<file path="src/rtl/min_max_tree.sv">
`default_nettype none
// ============================================================================
//  Module      : min_max_tree
//  Description : Pipelined N-lane minimum/maximum selector that also reports
//                the winning lane index. The lanes feed a binary compare tree
//                with one register stage per level. The mode is chosen per
//                sample, and valid/ready flow control stalls the whole
//                pipeline at once.
//  Revision    : 1.0 - initial release
// ============================================================================
module min_max_tree #(
   parameter  int WIDTH  = 8,
   parameter  int N      = 3,
   parameter  int SIGNED = 0,
   localparam int L      = $clog2(N),
   localparam int IDXW   = (L < 1) ? 1 : L
) (
   input  logic                 clk,
   input  logic                 rst_n,
   input  logic                 in_valid,
   output logic                 in_ready,
   input  logic [N*WIDTH-1:0]   in_data,
   input  logic                 mode,
   output logic                 out_valid,
   input  logic                 out_ready,
   output logic [WIDTH-1:0]     out_data,
   output logic [IDXW-1:0]      out_idx
);

   // The leaves are padded to a power of two. Padding entries are marked
   // not-present, so they never win. A real entry paired with a pad is
   // therefore an unpaired entry that passes through unchanged.
   localparam int P = 1 << L;

   // XOR-ing the sign bit maps a two's-complement order onto an unsigned order.
   localparam logic [WIDTH-1:0] C_FLIP = (SIGNED != 0) ? {1'b1, {(WIDTH-1){1'b0}}} : '0;

   // Leaf entries (combinational from the input) and tree nodes in heap order.
   // Node 0 is the root. The children of node n are 2n+1 and 2n+2.
   logic [WIDTH-1:0] w_leaf_val [0:P-1];
   logic [IDXW-1:0]  w_leaf_idx [0:P-1];
   logic             w_leaf_prs [0:P-1];
   logic [WIDTH-1:0] r_node_val [0:P-2];
   logic [IDXW-1:0]  r_node_idx [0:P-2];
   logic             r_node_prs [0:P-2];

   // Bit k holds the valid flag for the sample in stage k+1.
   logic [L-1:0]     r_vld;
   // Bit k holds the mode that stage k+1 applies (bit 0 is the live input).
   logic [L-1:0]     w_md_chain;
   logic             w_adv;

   // Global stall: every stage moves only when the output slot can move.
   assign out_valid = r_vld[L-1];
   assign w_adv     = out_ready | ~out_valid;
   assign in_ready  = w_adv;
   assign out_data  = r_node_val[0];
   assign out_idx   = r_node_idx[0];

   for (genvar i = 0; i < P; i++) begin : g_leaf
      if (i < N) begin : g_lane
         assign w_leaf_val[i] = in_data[i*WIDTH +: WIDTH];
         assign w_leaf_prs[i] = 1'b1;
      end else begin : g_pad
         assign w_leaf_val[i] = '0;
         assign w_leaf_prs[i] = 1'b0;
      end
      assign w_leaf_idx[i] = IDXW'(i);
   end

   // Only the first L-1 stages need to remember the mode. The last stage
   // consumes the mode that was stored before it.
   if (L > 1) begin : g_mode_pipe
      logic [L-2:0] r_md;

      // Shift each sample's mode along with its data.
      always_ff @(posedge clk or negedge rst_n) begin
         if (!rst_n) begin
            r_md <= '0;
         end else if (w_adv) begin
            r_md[0] <= mode;
            for (int k = 1; k < L - 1; k++) begin
               r_md[k] <= r_md[k-1];
            end
         end
      end

      assign w_md_chain = {r_md, mode};
   end else begin : g_mode_direct
      assign w_md_chain = mode;
   end

   // Shift the valid flags. A bubble enters when no sample is offered.
   always_ff @(posedge clk or negedge rst_n) begin
      if (!rst_n) begin
         r_vld <= '0;
      end else if (w_adv) begin
         r_vld[0] <= in_valid;
         for (int k = 1; k < L; k++) begin
            r_vld[k] <= r_vld[k-1];
         end
      end
   end

   // Depth d of the heap is register stage L-d.
   for (genvar d = 0; d < L; d++) begin : g_lvl
      for (genvar p = 0; p < (1 << d); p++) begin : g_node
         localparam int C_NODE = (1 << d) - 1 + p;

         logic [WIDTH-1:0] w_a_val, w_b_val, w_a_key, w_b_key;
         logic [IDXW-1:0]  w_a_idx, w_b_idx;
         logic             w_a_prs, w_b_prs, w_mode, w_b_better, w_pick_b;

         if (d == L - 1) begin : g_from_leaf
            assign w_a_val = w_leaf_val[2*p];
            assign w_a_idx = w_leaf_idx[2*p];
            assign w_a_prs = w_leaf_prs[2*p];
            assign w_b_val = w_leaf_val[2*p+1];
            assign w_b_idx = w_leaf_idx[2*p+1];
            assign w_b_prs = w_leaf_prs[2*p+1];
         end else begin : g_from_node
            assign w_a_val = r_node_val[2*C_NODE+1];
            assign w_a_idx = r_node_idx[2*C_NODE+1];
            assign w_a_prs = r_node_prs[2*C_NODE+1];
            assign w_b_val = r_node_val[2*C_NODE+2];
            assign w_b_idx = r_node_idx[2*C_NODE+2];
            assign w_b_prs = r_node_prs[2*C_NODE+2];
         end

         // Apply the mode of the sample that this stage is consuming.
         assign w_mode     = w_md_chain[L-1-d];
         assign w_a_key    = w_a_val ^ C_FLIP;
         assign w_b_key    = w_b_val ^ C_FLIP;
         // A strict compare means a tie keeps the left entry, which has the lower index.
         assign w_b_better = w_mode ? (w_b_key > w_a_key) : (w_b_key < w_a_key);
         assign w_pick_b   = w_b_prs & (~w_a_prs | w_b_better);

         // Register the winner of the pair. A lone present entry always wins.
         always_ff @(posedge clk or negedge rst_n) begin
            if (!rst_n) begin
               r_node_val[C_NODE] <= '0;
               r_node_idx[C_NODE] <= '0;
               r_node_prs[C_NODE] <= 1'b0;
            end else if (w_adv) begin
               r_node_val[C_NODE] <= w_pick_b ? w_b_val : w_a_val;
               r_node_idx[C_NODE] <= w_pick_b ? w_b_idx : w_a_idx;
               r_node_prs[C_NODE] <= w_a_prs | w_b_prs;
            end
         end
      end
   end

endmodule
`default_nettype wire

</file>
<file path="config.mk">
export PLATFORM = sky130hd
export DESIGN_NAME = min_max_tree
export DESIGN_NICKNAME = d
export VERILOG_FILES = /design/src/rtl/min_max_tree.sv
export SDC_FILE = /design/constraint.sdc
export NUM_CORES = 1
export LEC_CHECK = 0
export ABC_CLOCK_PERIOD_IN_PS = 4950
export CORE_MARGIN = 5
export CORE_UTILIZATION = 53
export CTS_CLUSTER_DIAMETER = 30
export DETAILED_ROUTE_END_ITERATION = 8
export PLACE_DENSITY = 0.86
export SYNTH_ARGS = -nofsm -noshare
export SYNTH_HDL_FRONTEND = slang
export SYNTH_SLANG_ARGS = --single-unit
</file>
<file path="constraint.sdc">
create_clock -name clk -period 4.95 [get_ports clk]
set_input_delay 0.99 -clock clk [delete_from_list [all_inputs] [get_ports clk]]
set_output_delay 0.99 -clock clk [all_outputs]
set_load 0.02 [all_outputs]
</file>
Word-level counts from Yosys, hierarchy flattened --
Cells that the tools add are included.
Operators by class: magnitude comparators 4, mux-type cells 6, bitwise logic cells 5
Operator list (count):
- 8-bit > comparator | 2
- 8-bit less-than comparator | 2
- 8-bit 2-to-1 mux | 2
- 1-bit 2-to-1 mux | 3
- 2-bit 2-to-1 mux | 1
- 1-bit inverter | 2
- 1-bit bitwise OR | 2
- 1-bit bitwise AND | 1
Word-level totals: flip-flop bits (word level) 32, input bits 29, output and inout bits 12

Depth between registers and ports, before layout --
word-level depth 5, mapped depth 9

Worst setup path before layout --
OpenSTA, ideal clock, no wires.
path kind in2out, start input out_ready, end output in_ready, data arrival time 1664 ps, required time 3960 ps, path slack 2296 ps, cell stages on the path 4, buffers on the path 2, cells stage by stage nor2b_1 > buf_2 > inv_2 > buf_1
Between the ends: word-level cells in the longest chain between the ends 1
RTL lines:
- start: declaration | RTL line 25 | input logic out_ready,
- 1-bit bitwise OR | RTL line 55 | assign w_adv = out_ready | ~out_valid;
- end: declaration | RTL line 21 | output logic in_ready,
No other way between the ends.

Worst setup path in the final report --
Ends and elaborated chain as after synthesis.

==> results.ini <==
[placement]
place_hpwl_mm=2.99
io_buffers=40
dp_slack_ns=1.49
gp_congestion=0.824

[route]
vias=1543
viasPerCell=5.74
drt.antenna.violating_nets=0
drc=0
drt_wl_total_mm=3.89
initialDrtViolationCount=85
drt-pass1-iter-count=4
detail_route.wl_per_cell_um=14.4

[worst_setup_path]
cp_max_fo=19
critPathMostFrequentCell=clkdlybuf4s50_1
crit_slowest_cell=clkdlybuf4s50_1
crit_family=buffers and inverters
cp_slowest_stage_delay_ns=0.67
cp.required_ns=3.96
r2r_cells=8
startpoint_type=input port
path_depth=4
end_kind=output pin
rr_endpoint=out_data[5]
critPathArrivalTime_ns=2.46
reg2reg_setup_slack_ns=2.69
critical_path.cell_chain=clkdlybuf4s50_1, nor2b_2, inv_2, clkdlybuf4s50_1
path_buf_inv=3
rr_startpoint=g_lvl[0].g_node[0].w_a_key[1]
critPathKind=in -> out

[die]
die_h_um=67.1
start_util=0.557
core_mm2=0.00310
ioPinCount=41
num_rows=20
die_w_um=67.1
die_area_mm2=0.00451

[sta]
clock.fmax_mhz=290
rsz0062_at_grt=false
hold_ws_ns=0.483
clock_skew_ns=0.00700
max_slew.worst_pin.slew_ns=0.750
fin_ws_ns=1.50
finalSetupViolations=0
hold_violations=0
period_minus_slack_ns=3.45
relSlewSlack=0.497
min_period_over_period=0.698
fin_setup_tns_ns=0
drv_slew=0

[power_and_ir_drop]
clkPwrFrac=0.189
power_frac_comb=0.407
p_leak_nw=1.06
p_sw_frac=0.342
switching_power_mw=0.295
p_int_mw=0.568
power_density_mw_per_mm2=386
peakVddDrop_mv=0.151
sequentialPowerShare=0.404
total_power_mw=0.864

[global_route]
grt_start_max_net_pins=35
met2_usage=0.326
grt_busiest_layer=met2
grtUsageMet3=0.0540
grt_overflow=0
grt_pass1_vias=1538
grt_usage=0.193
use_met1=0.226
antenna_found_initial=0
grt_first_pass_wirelength_mm=6.58

[clocking]
clock-root-buffer=clkbuf_4
clk_latency_ns=0.33
cts_sinks=31
path_clk_slew_ns=0.09
cts_buffer_depth=2
cts_tree=yes
cts_max_level=2
cts_made_buffers=5
holdBufCountCts=0
cts_setup_buffers=0
cts_resized=0

[synthesis]
synth_top_flop_cell=dfrtp_1
yosys-top-cells-count=nand2_1, dfrtp_1, inv_1, ha_1, o21ai_0
yosys_register_bits=31
post-synth-top-area-fraction=0.449
yosys.area.top_type=dfrtp_1
synthesis.nets=227
syn_inst=182
synth_area_mm2=0.00173
syn_avg_cell_area_um2=9.50
yosysSeqAreaShare=0.449
synth_area_leaders=dfrtp_1, ha_1, nand2_1, a221o_1, o21ai_0
async_reset_ff_frac=1.00
yosysMostFrequentCell=nand2_1
yosys_warnings=0
ys_types=32
synth_edf_count=0

[worst_hold_path]
min_path_type=reg -> reg
hold_start=r_vld[0]
holdPathEnd=r_vld[0]
hold_depth=2

[layout]
final_nets=269
insertedDiodeCount=0
nFillCells=265
multi_input_area_um2=852
area_growth_pct=29.2
ff_latch_area_um2=776
final_layout_size_suffix_gt1_frac=0.0800

[flow_run]
cap_viol_max_count=0

[outcome]
status=completed

-- worst max path at each step --
stage	start	to	slack, ns
after floorplan	out_ready	in_ready	2.30
after global placement	out_ready	in_ready	1.52
after detailed placement	out_ready	in_ready	1.49
after CTS	out_ready	in_ready	1.48
after global routing	out_ready	in_ready	1.44
final	out_ready	in_ready	1.50
-- per-stage QoR --
| stage | instances | util | instance area [um^2] |
|---|---|---|---|
| 3_3_place_gp | 261 | 0.698 | 2170 |
| 5_1_grt | 269 | 0.720 | 2230 |
| 2_1_floorplan | 182 | - | 1730 |
| 3_5_place_dp | 261 | 0.698 | 2170 |
| 4_1_cts | 269 | 0.720 | 2230 |
| 6_report | 269 | 0.720 | 2230 |
-- logic make-up (layout without fill, tap and decap cells) --
family,after synthesis,count (layout),synth area share
AO/OA/AOI/OAI,53,53,0.216
adder cells (fa/ha/maj),16,16,0.116
buffers and inverters,25,68,0.0601
flip-flops,31,31,0.449
AND/OR/NAND/NOR,57,57,0.159
-- state kept, by name (all words and copies together), names as in the netlist --
register and flops:
g_lvl.g_node.w_a_idx 1, g_lvl.g_node.w_a_key 8, g_lvl.g_node.w_a_prs 1, g_lvl.g_node.w_b_key 8, g_lvl.g_node.w_mode 1, out_data 8, out_idx 2, r_vld 2
-- power groups by stage --
stage	Clock (mW)	Sequential (mW)	Combinational (mW)
2_1_floorplan	0	0.392	0.168
3_5_place_dp	0	0.354	0.352
6_report	0.163	0.349	0.352
3_3_place_gp	0	0.350	0.339
5_1_grt	0.181	0.358	0.384
4_1_cts	0.166	0.350	0.354
-- area by class of cell --
type                    instances  area share
multi-input cells             126       0.381
flip-flops and latches         31       0.347
repair buffers                 42       0.186
clock buffers                   8      0.0308
inverters                      18      0.0302
well taps                      44      0.0246
-- layout by cell type (no fill, tap or decap) --
| cell | count |
|---|---|
| a21oi_1 | 7 |
| nand3_1 | 1 |
| o31ai_2 | 1 |
| a21o_1 | 1 |
| o311a_1 | 1 |
| clkbuf_4 | 5 |
| dfrtp_1 | 31 |
| o21ai_0 | 13 |
| inv_2 | 1 |
| o21ba_2 | 1 |
| clkdlybuf4s50_1 | 40 |
| nor2b_4 | 1 |
| nand2b_1 | 1 |
| inv_1 | 17 |
| nor2_1 | 4 |
| clkbuf_8 | 2 |
| o21bai_1 | 1 |
| a21oi_2 | 1 |
| a31oi_1 | 9 |
| clkbuf_1 | 1 |
| nand4_1 | 4 |
| o211ai_1 | 1 |
| ha_1 | 16 |
| a22o_1 | 1 |
| o211ai_2 | 1 |
| nand2_1 | 32 |
| or4_1 | 2 |
| and2_1 | 8 |
| buf_4 | 2 |
| a22oi_1 | 7 |
| nor2b_1 | 1 |
| nor2b_2 | 1 |
| or2_2 | 2 |
| a221o_1 | 8 |
-- routing by layer --
metal | wire (um) | up-vias
met3 | 248 | 9
met1 | 1600 | 734
li1 | - | 735
met4 | 106 | 0
met5 | 0 | -
met2 | 1930 | 65
-- worst reg2reg max path: cells and delay by family (launching register included) --
family	cells	cell delay, ns
flops	1	0.37
buf+inv	1	0.08
simple gates	2	0.54
compound gates	4	0.85
fa+ha+maj	1	0.31
Power figures use the tool's default switching activity.
